==> src/rtl/mul_seq.sv <==
// Sequential shift-add unsigned multiplier: one partial product per cycle,
// W+2 cycles per operation including the IDLE and DONE states.
module mul_seq_radd #(
  parameter int W = 32
) (
  input  logic [W-1:0] a,
  input  logic [W-1:0] b,
  input  logic         c_in,
  output logic [W-1:0] s,
  output logic         c_out
);
  logic c;

  // Bit-serial carry chain written as a loop so it stays one combinational cone.
  always_comb begin
    s = '0;
    c = c_in;
    for (int i = 0; i < W; i++) begin
      s[i] = a[i] ^ b[i] ^ c;
      c    = (a[i] & b[i]) | (a[i] & c) | (b[i] & c);
    end
    c_out = c;
  end
endmodule

module mul_seq #(
  parameter int W = 32
) (
  input  logic           clk,
  input  logic           rst_n,
  input  logic           start,
  input  logic [W-1:0]   a,
  input  logic [W-1:0]   b,
  output logic           busy,
  output logic           done,
  output logic [2*W-1:0] p,
  output logic           sig_Z
);
  localparam int CW = $clog2(W + 1);

  typedef enum logic [1:0] {IDLE, CALC, DONE} state_t;

  state_t         state_q, state_d;
  logic [CW-1:0]  cnt_q, cnt_d;
  logic [W-1:0]   mcand_q, mcand_d;
  logic [W-1:0]   hi_q, hi_d;
  logic [W-1:0]   lo_q, lo_d;
  logic [2*W-1:0] p_q, p_d;
  logic           z_q, z_d;

  logic [W-1:0]   addend, sum_lo;
  logic           carry;
  logic           carry_sh;

  assign addend = lo_q[0] ? mcand_q : '0;

  mul_seq_radd #(.W(W)) u_add (
    .a    (hi_q),
    .b    (addend),
    .c_in (1'b0),
    .s    (sum_lo),
    .c_out(carry)
  );

  always_comb begin
    state_d  = state_q;
    cnt_d    = cnt_q;
    mcand_d  = mcand_q;
    hi_d     = hi_q;
    lo_d     = lo_q;
    p_d      = p_q;
    z_d      = z_q;
    carry_sh = 1'b0;
    busy     = 1'b0;
    done     = 1'b0;
    unique case (state_q)
      IDLE: begin
        if (start) begin
          mcand_d = a;
          lo_d    = b;
          hi_d    = '0;
          cnt_d   = CW'(W);
          state_d = CALC;
        end
      end
      CALC: begin
        busy = 1'b1;
        // The carry bit falls into hi[W-1]; the vacated carry position is always 0.
        {carry_sh, hi_d, lo_d} = {1'b0, carry, sum_lo, lo_q} >> 1;
        cnt_d = cnt_q - 1'b1;
        if (cnt_q == CW'(1)) begin
          state_d = DONE;
          p_d     = {hi_d, lo_d};
          z_d     = ~|{hi_d, lo_d};
        end
      end
      DONE: begin
        done    = 1'b1;
        state_d = IDLE;
      end
      default: state_d = IDLE;
    endcase
  end

  always_ff @(posedge clk or negedge rst_n) begin
    if (!rst_n) begin
      state_q <= IDLE;
      cnt_q   <= '0;
      mcand_q <= '0;
      hi_q    <= '0;
      lo_q    <= '0;
      p_q     <= '0;
      z_q     <= 1'b1;
    end else begin
      state_q <= state_d;
      cnt_q   <= cnt_d;
      mcand_q <= mcand_d;
      hi_q    <= hi_d;
      lo_q    <= lo_d;
      p_q     <= p_d;
      z_q     <= z_d;
    end
  end

  assign p     = p_q;
  assign sig_Z = z_q;
endmodule

==> config.mk <==
export PLATFORM = sky130hd
export DESIGN_NAME = mul_seq
export DESIGN_NICKNAME = d
export VERILOG_FILES = /design/src/rtl/mul_seq.sv
export SDC_FILE = /design/constraint.sdc
export NUM_CORES = 1
export LEC_CHECK = 0
export ABC_AREA = 0
export CAP_MARGIN = 20
export CORE_ASPECT_RATIO = 2
export CORE_MARGIN = 2
export CORE_UTILIZATION = 45
export DETAILED_ROUTE_END_ITERATION = 10
export DONT_BUFFER_PORTS = 1
export GPL_TIMING_DRIVEN = 0
export PLACE_DENSITY = 0.71
export RECOVER_POWER = 25
export SLEW_MARGIN = 40
export SYNTH_ARGS = -nofsm -noshare
export SYNTH_HDL_FRONTEND = slang
export SYNTH_HIERARCHICAL = 1
export SYNTH_SLANG_ARGS = --single-unit
==> constraint.sdc <==
create_clock -name clk -period 35.1 [get_ports clk]
set_clock_uncertainty 0.05 [all_clocks]
set_input_delay 3.51 -clock clk [delete_from_list [all_inputs] [get_ports clk]]
set_output_delay 3.51 -clock clk [all_outputs]
set_load 0.01 [all_outputs]
* After elaboration in Yosys (flattened, before gate mapping)
Cells that the tools add are included.
** Cells by class
- $add $sub $neg :: 1
- Equal/unequal tests :: 5
- Multiplexer cells :: 12
- Bitwise gates (word level) :: 219
- Reduce and logical (&&, ||, !) cells :: 8
** Operators by type and width (number)
- case mux 32 bit (2 select lines) :: 2
- 2-to-1 mux 32 bit :: 3
- bitwise AND 1 bit :: 94
- OR reduction 64 bit :: 1
- bitwise XOR 1 bit :: 63
- bitwise OR 1 bit :: 62
- case mux 6 bit (2 select lines) :: 1
- AND reduction 2 bit :: 4
- == test 6 x 1 -> 1 bit (second input constant) :: 1
- 2-to-1 mux 6 bit :: 1
- subtractor 6 x 1 -> 6 bit (second input constant) :: 1
- 2-to-1 mux 2 bit :: 2
- != test 2 bit (second input constant) :: 2
- case mux 2 bit (2 select lines) :: 1
- == test 2 x 1 -> 1 bit (second input constant) :: 1
- == test 2 bit (second input constant) :: 1
- logical NOT 2 bit :: 1
- 2-to-1 mux 1 bit :: 2
- nonzero test 2 bit :: 1
- logical NOT 1 bit :: 1
** Storage, ports and cells
- Register bits after elaboration :: 169
- Bits of input ports :: 67
- Output and inout port bits :: 67
- Word-level logic and storage cells :: 252

* Longest topological paths before layout
- Depth in word-level cells :: 97
- Gate-level depth with buffers :: 41
- Mapped depth without buffers :: 41

* Cells and area by module
The synthesis kept the hierarchy.
** By module, submodules not included
- mul_seq :: times used 1, cells each 618, area each 7259.5 sq um, seq. area each 4230.3 sq um
- mul_seq_radd :: times used 1, cells each 42, area each 678.2 sq um, seq. area each 0.0 sq um

* Least setup slack after synthesis
OpenSTA, ideal clock, no wires.
- Path kind :: register to register
- Start point :: reg lo_q[0]
- End point :: reg z_q, in the netlist sig_Z
- Setup time :: 0.082 ns
- Data arrival time :: 13.113 ns
- Data required time :: 34.968 ns
- Setup slack :: 21.855 ns
- Cell stages (with the launch flop) :: 42
- Path buffers :: 0
- Period minus slack after synthesis :: 13.245 ns
- Path through :: dfrtp_1 -> and2_1 -> inv_1 -> fa_1 -> inv_1 -> fa_1 -> fa_1 -> fa_1 -> fa_1 -> fa_1 -> fa_1 -> fa_1 -> fa_1 -> fa_1 -> fa_1 -> fa_1 -> fa_1 -> fa_1 -> (+6 left out) -> fa_1 -> fa_1 -> fa_1 -> fa_1 -> fa_1 -> fa_1 -> fa_1 -> fa_1 -> fa_1 -> fa_1 -> fa_1 -> inv_1 -> fa_1 -> inv_1 -> nor4_1 -> nand4_1 -> nor4_1 -> mux2_2
** RTL lines
- from (decl) :: line 47 : logic [W-1:0] lo_q, lo_d;
- from (signal assigned) :: line 119 : lo_q <= lo_d;
- 2-to-1 mux 32 bit (*) :: line 55 : assign addend = lo_q[0] ? mcand_q : '0;
- net addend[0] :: line 51 : logic [W-1:0] addend, sum_lo;
- bitwise AND 1 bit (*) :: line 20 : c = (a[i] & b[i]) | (a[i] & c) | (b[i] & c);
- bitwise AND 1 bit :: line 20
- bitwise OR 1 bit :: line 20
- bitwise OR 1 bit (*) :: line 20
- bitwise AND 1 bit :: line 20
- bitwise OR 1 bit :: line 20
- (+81 left out)
- bitwise OR 1 bit (*) :: line 20
- bitwise AND 1 bit :: line 20
- bitwise OR 1 bit :: line 20
- bitwise OR 1 bit (*) :: line 20
- bitwise XOR 1 bit (*) :: line 19 : s[i] = a[i] ^ b[i] ^ c;
- net sum_lo[31] :: line 51
- OR reduction 64 bit (*) :: line 94 : z_d = ~|{hi_d, lo_d};
- logical NOT 1 bit (*) :: line 94
- to (signal assigned) :: line 121 : z_q <= z_d;
- to (decl) :: line 49 : logic z_q, z_d;
The timed path passes the listed nets; every way through them passes the cells marked *.
A chain may end at the register's enable or synchronous reset.

* Worst setup path after layout
- Start point :: reg lo_q[0]
- End point :: reg z_q, in the netlist sig_Z
** RTL lines (line)
- 2-to-1 mux 32 bit (*) :: 55
- net addend[1] :: 51
- bitwise AND 1 bit :: 20
- bitwise OR 1 bit :: 20
- bitwise OR 1 bit (*) :: 20
- bitwise AND 1 bit :: 20
- bitwise OR 1 bit :: 20
- bitwise OR 1 bit (*) :: 20
- (+80 left out)
- bitwise OR 1 bit (*) :: 20
- bitwise AND 1 bit :: 20
- bitwise OR 1 bit :: 20
- bitwise OR 1 bit (*) :: 20
- bitwise XOR 1 bit (*) :: 19
- net sum_lo[31] :: 51
- OR reduction 64 bit (*) :: 94
- logical NOT 1 bit (*) :: 94
Marked as above.

==> impl_metrics.toml <==
[clock_tree]
postCtsHoldBufs = 0
htreeDepth = 4
cts_setup_buffers = 0
clockRootBuffer = "clkbuf_16"
numCtsBuffers = 17
cts-resized-gates = 0
clockBufferDepth = 2
cts.clk_slew.worst_paths_ns = 0.07
cts_tree = "built"
cts.sinks = 169
clock_latency_ns = 0.42

[floorplan]
fp.dieH_um = 192
fp.dieW_um = 97.9
die-area_mm2 = 0.0188
rows = 68
core-area_mm2 = 0.0173
ioPinCount = 134
start_util_pct = 46.0

[worst_setup_path]
end_kind = "flop"
crit_slowest_cell = "dfrtp_1"
crit_type = "reg2reg"
arrival_ns = 14.76
required_ns = 35.42
cp_slowest_stage_delay_ns = 0.51
crit_path_frequent_cell = "fa_1"
worst_setup_path_start_kind = "flop"
crit_fanout = 10

[grt]
grt_max_degree = 170
antenna_found_initial = 0
grt_overflow = 0
track_usage_pct = 21.2
grt_pass1_wl_mm = 30.8
grt_pass1_vias = 5688

[timing]
period_share_pct = 41.1
fin_tns_setup_ns = 0
clock.fmax_mhz = 69.3
period_needed_ns = 14.44
slew_headroom_pct = 37.3
slew_violations = 0
tightest_slew_ns = 0.940
rsz0062_at_grt = "false"
final_hold_viol_count = 0
finalSetupViolCount = 0

[layout]
syn2layout_area_growth_pct = 10.1
finish.utilization_pct = 50.6
antenna_cells = 0
seq_area_mm2 = 0.00423
nFillCells = 1534
layout-drive-gt1-share_pct = 15.0
final_cell_area_mm2 = 0.00874
final_nets = 780
final_cell_count_no_fill = 902
multi_input_area_mm2 = 0.00340

[place]
hpwl_mm = 14.1
dpl-instance-area_mm2 = 0.00820
place.gp.congestion = 0.872
io_buffers = 0
place_inst = 870

[status]
status = "finished clean"

[pwr]
pwr-share-clk_pct = 29.2
sw_frac_of_total_pct = 33.6
power.leakage_nw = 4.21
p_sw_w = 0.000220
power_frac_seq_pct = 43.3
internal_power_w = 0.000435
power_frac_comb_pct = 27.5
cellPowerDensity_mw_per_mm2 = 75.0
vdd_drop_max_mv = 0.0327

[min_path]
hold_path.class = "reg2reg"

[route]
wl_per_cell_um = 21.3
drt_iter0_drc = 309
vias_per_cell = 5.69
drtAntennaViolNets = 0
wl_mm = 19.2
num_vias = 5130
dr.pass1.iters = 4
drc = 0

[synthesis]
yosysUniqueCellTypes = 32
syn_area_per_cell_um2 = 12.0
synth-seq-cells = 169
synthCells = 660
syn_area_mm2 = 0.00794
synthesis.nets = 761
yosysWarningCount = 6
ys_seq_area_share_pct = 53.3

[flow_run]
maxCapViolCount = 0
## state kept, by name, indices dropped and copies added, names as in the netlist
name	count
cnt_q	6
hi_q	32
lo_q	32
mcand_q	32
p	64
sig_Z	1
state_q	2
## per-stage QoR
step	power (W)	worst slack [ns]	hold WS [ns]
6_report	0.000655	20.66	0.418
5_1_grt	0.000692	20.17	0.443
4_1_cts	0.000661	20.80	0.425
3_5_place_dp	0.000466	20.91	0.409
3_3_place_gp	0.000458	21.06	0.403
2_1_floorplan	0.000400	21.85	0.388
## cell families (layout without fill, tap and decap cells)
| logic type | after synthesis | count (layout) | synth area share, % |
|---|---|---|---|
| AOI/OAI and AO/OA | 136 | 136 | 11.2 |
| DFF | 169 | 169 | 53.3 |
| other | 1 | 1 | 0.0472 |
| and+or+nand+nor | 197 | 197 | 12.4 |
| muxes | 66 | 66 | 11.2 |
| adders and majority gates | 34 | 34 | 8.39 |
| buffers and inverters | 57 | 89 | 3.42 |
## layout by cell type (no fill, tap or decap), drive strengths merged
| master | n |
|---|---|
| a21oi | 32 |
| a22o | 32 |
| a22oi | 32 |
| and2 | 32 |
| and3b | 1 |
| buf | 15 |
| bufinv | 2 |
| clkbuf | 47 |
| clkinv | 3 |
| clkinvlp | 1 |
| conb | 1 |
| dfrtp | 168 |
| dfstp | 1 |
| fa | 32 |
| ha | 2 |
| inv | 21 |
| mux2 | 65 |
| mux2i | 1 |
| nand2 | 100 |
| nand2b | 2 |
| nand3 | 2 |
| nand4 | 5 |
| nor2 | 1 |
| nor2b | 35 |
| nor3 | 1 |
| nor4 | 17 |
| o21ai | 37 |
| o21bai | 1 |
| o311ai | 1 |
| o41ai | 1 |
| or4 | 1 |
## critical path: cells and delay by family (launching register included)
family	cells	cell delay, ns
fa+ha+maj	31	12.21
buf+inv	3	0.40
flops	1	0.51
mux	1	0.20
simple gates	4	1.01
## worst paths after layout
path,end,cells after the start,slack [ns],startpoint
hold / removal,mcand_q[9],2,0.42,mcand_q[9]
setup / recovery,sig_Z,39,20.66,lo_q[0]
max in group asynchronous,sig_Z,0,32.05,rst_n
hold reg to reg,mcand_q[9],2,0.42,mcand_q[9]
setup reg to reg,sig_Z,39,20.66,lo_q[0]
min in group asynchronous,p[4],0,2.73,rst_n
## synth_stat cells (all sizes together)
cell type / number / area (µm²)
mux2: 65 / 878
dfstp: 1 / 26.3
nor4: 17 / 106
nor2: 1 / 3.75
or4: 1 / 7.51
buf: 21 / 136
nand4: 5 / 31.3
ha: 2 / 25.0
a22oi: 32 / 240
mux2i: 1 / 10.0
o311ai: 1 / 8.76
nor2b: 35 / 219
and3b: 1 / 8.76
nor3: 1 / 10.0
inv: 14 / 52.6
fa: 32 / 641
o41ai: 1 / 8.76
conb: 1 / 3.75
nand3: 2 / 10.0
nand2b: 2 / 12.5
o21ai: 37 / 185
clkbuf: 22 / 82.6
a21oi: 32 / 160
a22o: 32 / 280
and2: 32 / 200
dfrtp: 168 / 4200
nand2: 100 / 378
o21bai: 1 / 7.51
## final cells by class
cell class                      instances  area share (%)
Sequential cell                       169            48.4
Multi-Input combinational cell        434            38.9
Clock buffer                           19            5.07
Tap cell                              210            3.01
Buffer                                 43            2.21
Clock inverter                         13            1.78
Inverter                               14           0.602
## layer usage
| layer | GRT usage (%) | vias up | share of wire [%] |
|---|---|---|---|
| li1 | - | 2326 | - |
| met1 | 23.8 | 2604 | 36 |
| met2 | 38.1 | 162 | 56 |
| met3 | 4.44 | 38 | 4.3 |
| met4 | 10.1 | 0 | 3.7 |
| met5 | 0 | - | 0 |
## power groups by stage
stage | logic [W] | clock network (W) | registers [W]
after floorplan | 0.000130 | 0 | 0.000270
after global placement | 0.000174 | 0 | 0.000284
after detailed placement | 0.000180 | 0 | 0.000286
after CTS | 0.000182 | 0.000195 | 0.000284
after global routing | 0.000198 | 0.000203 | 0.000291
final | 0.000180 | 0.000191 | 0.000284
No activity file was read; power rests on OpenSTA's default activity.
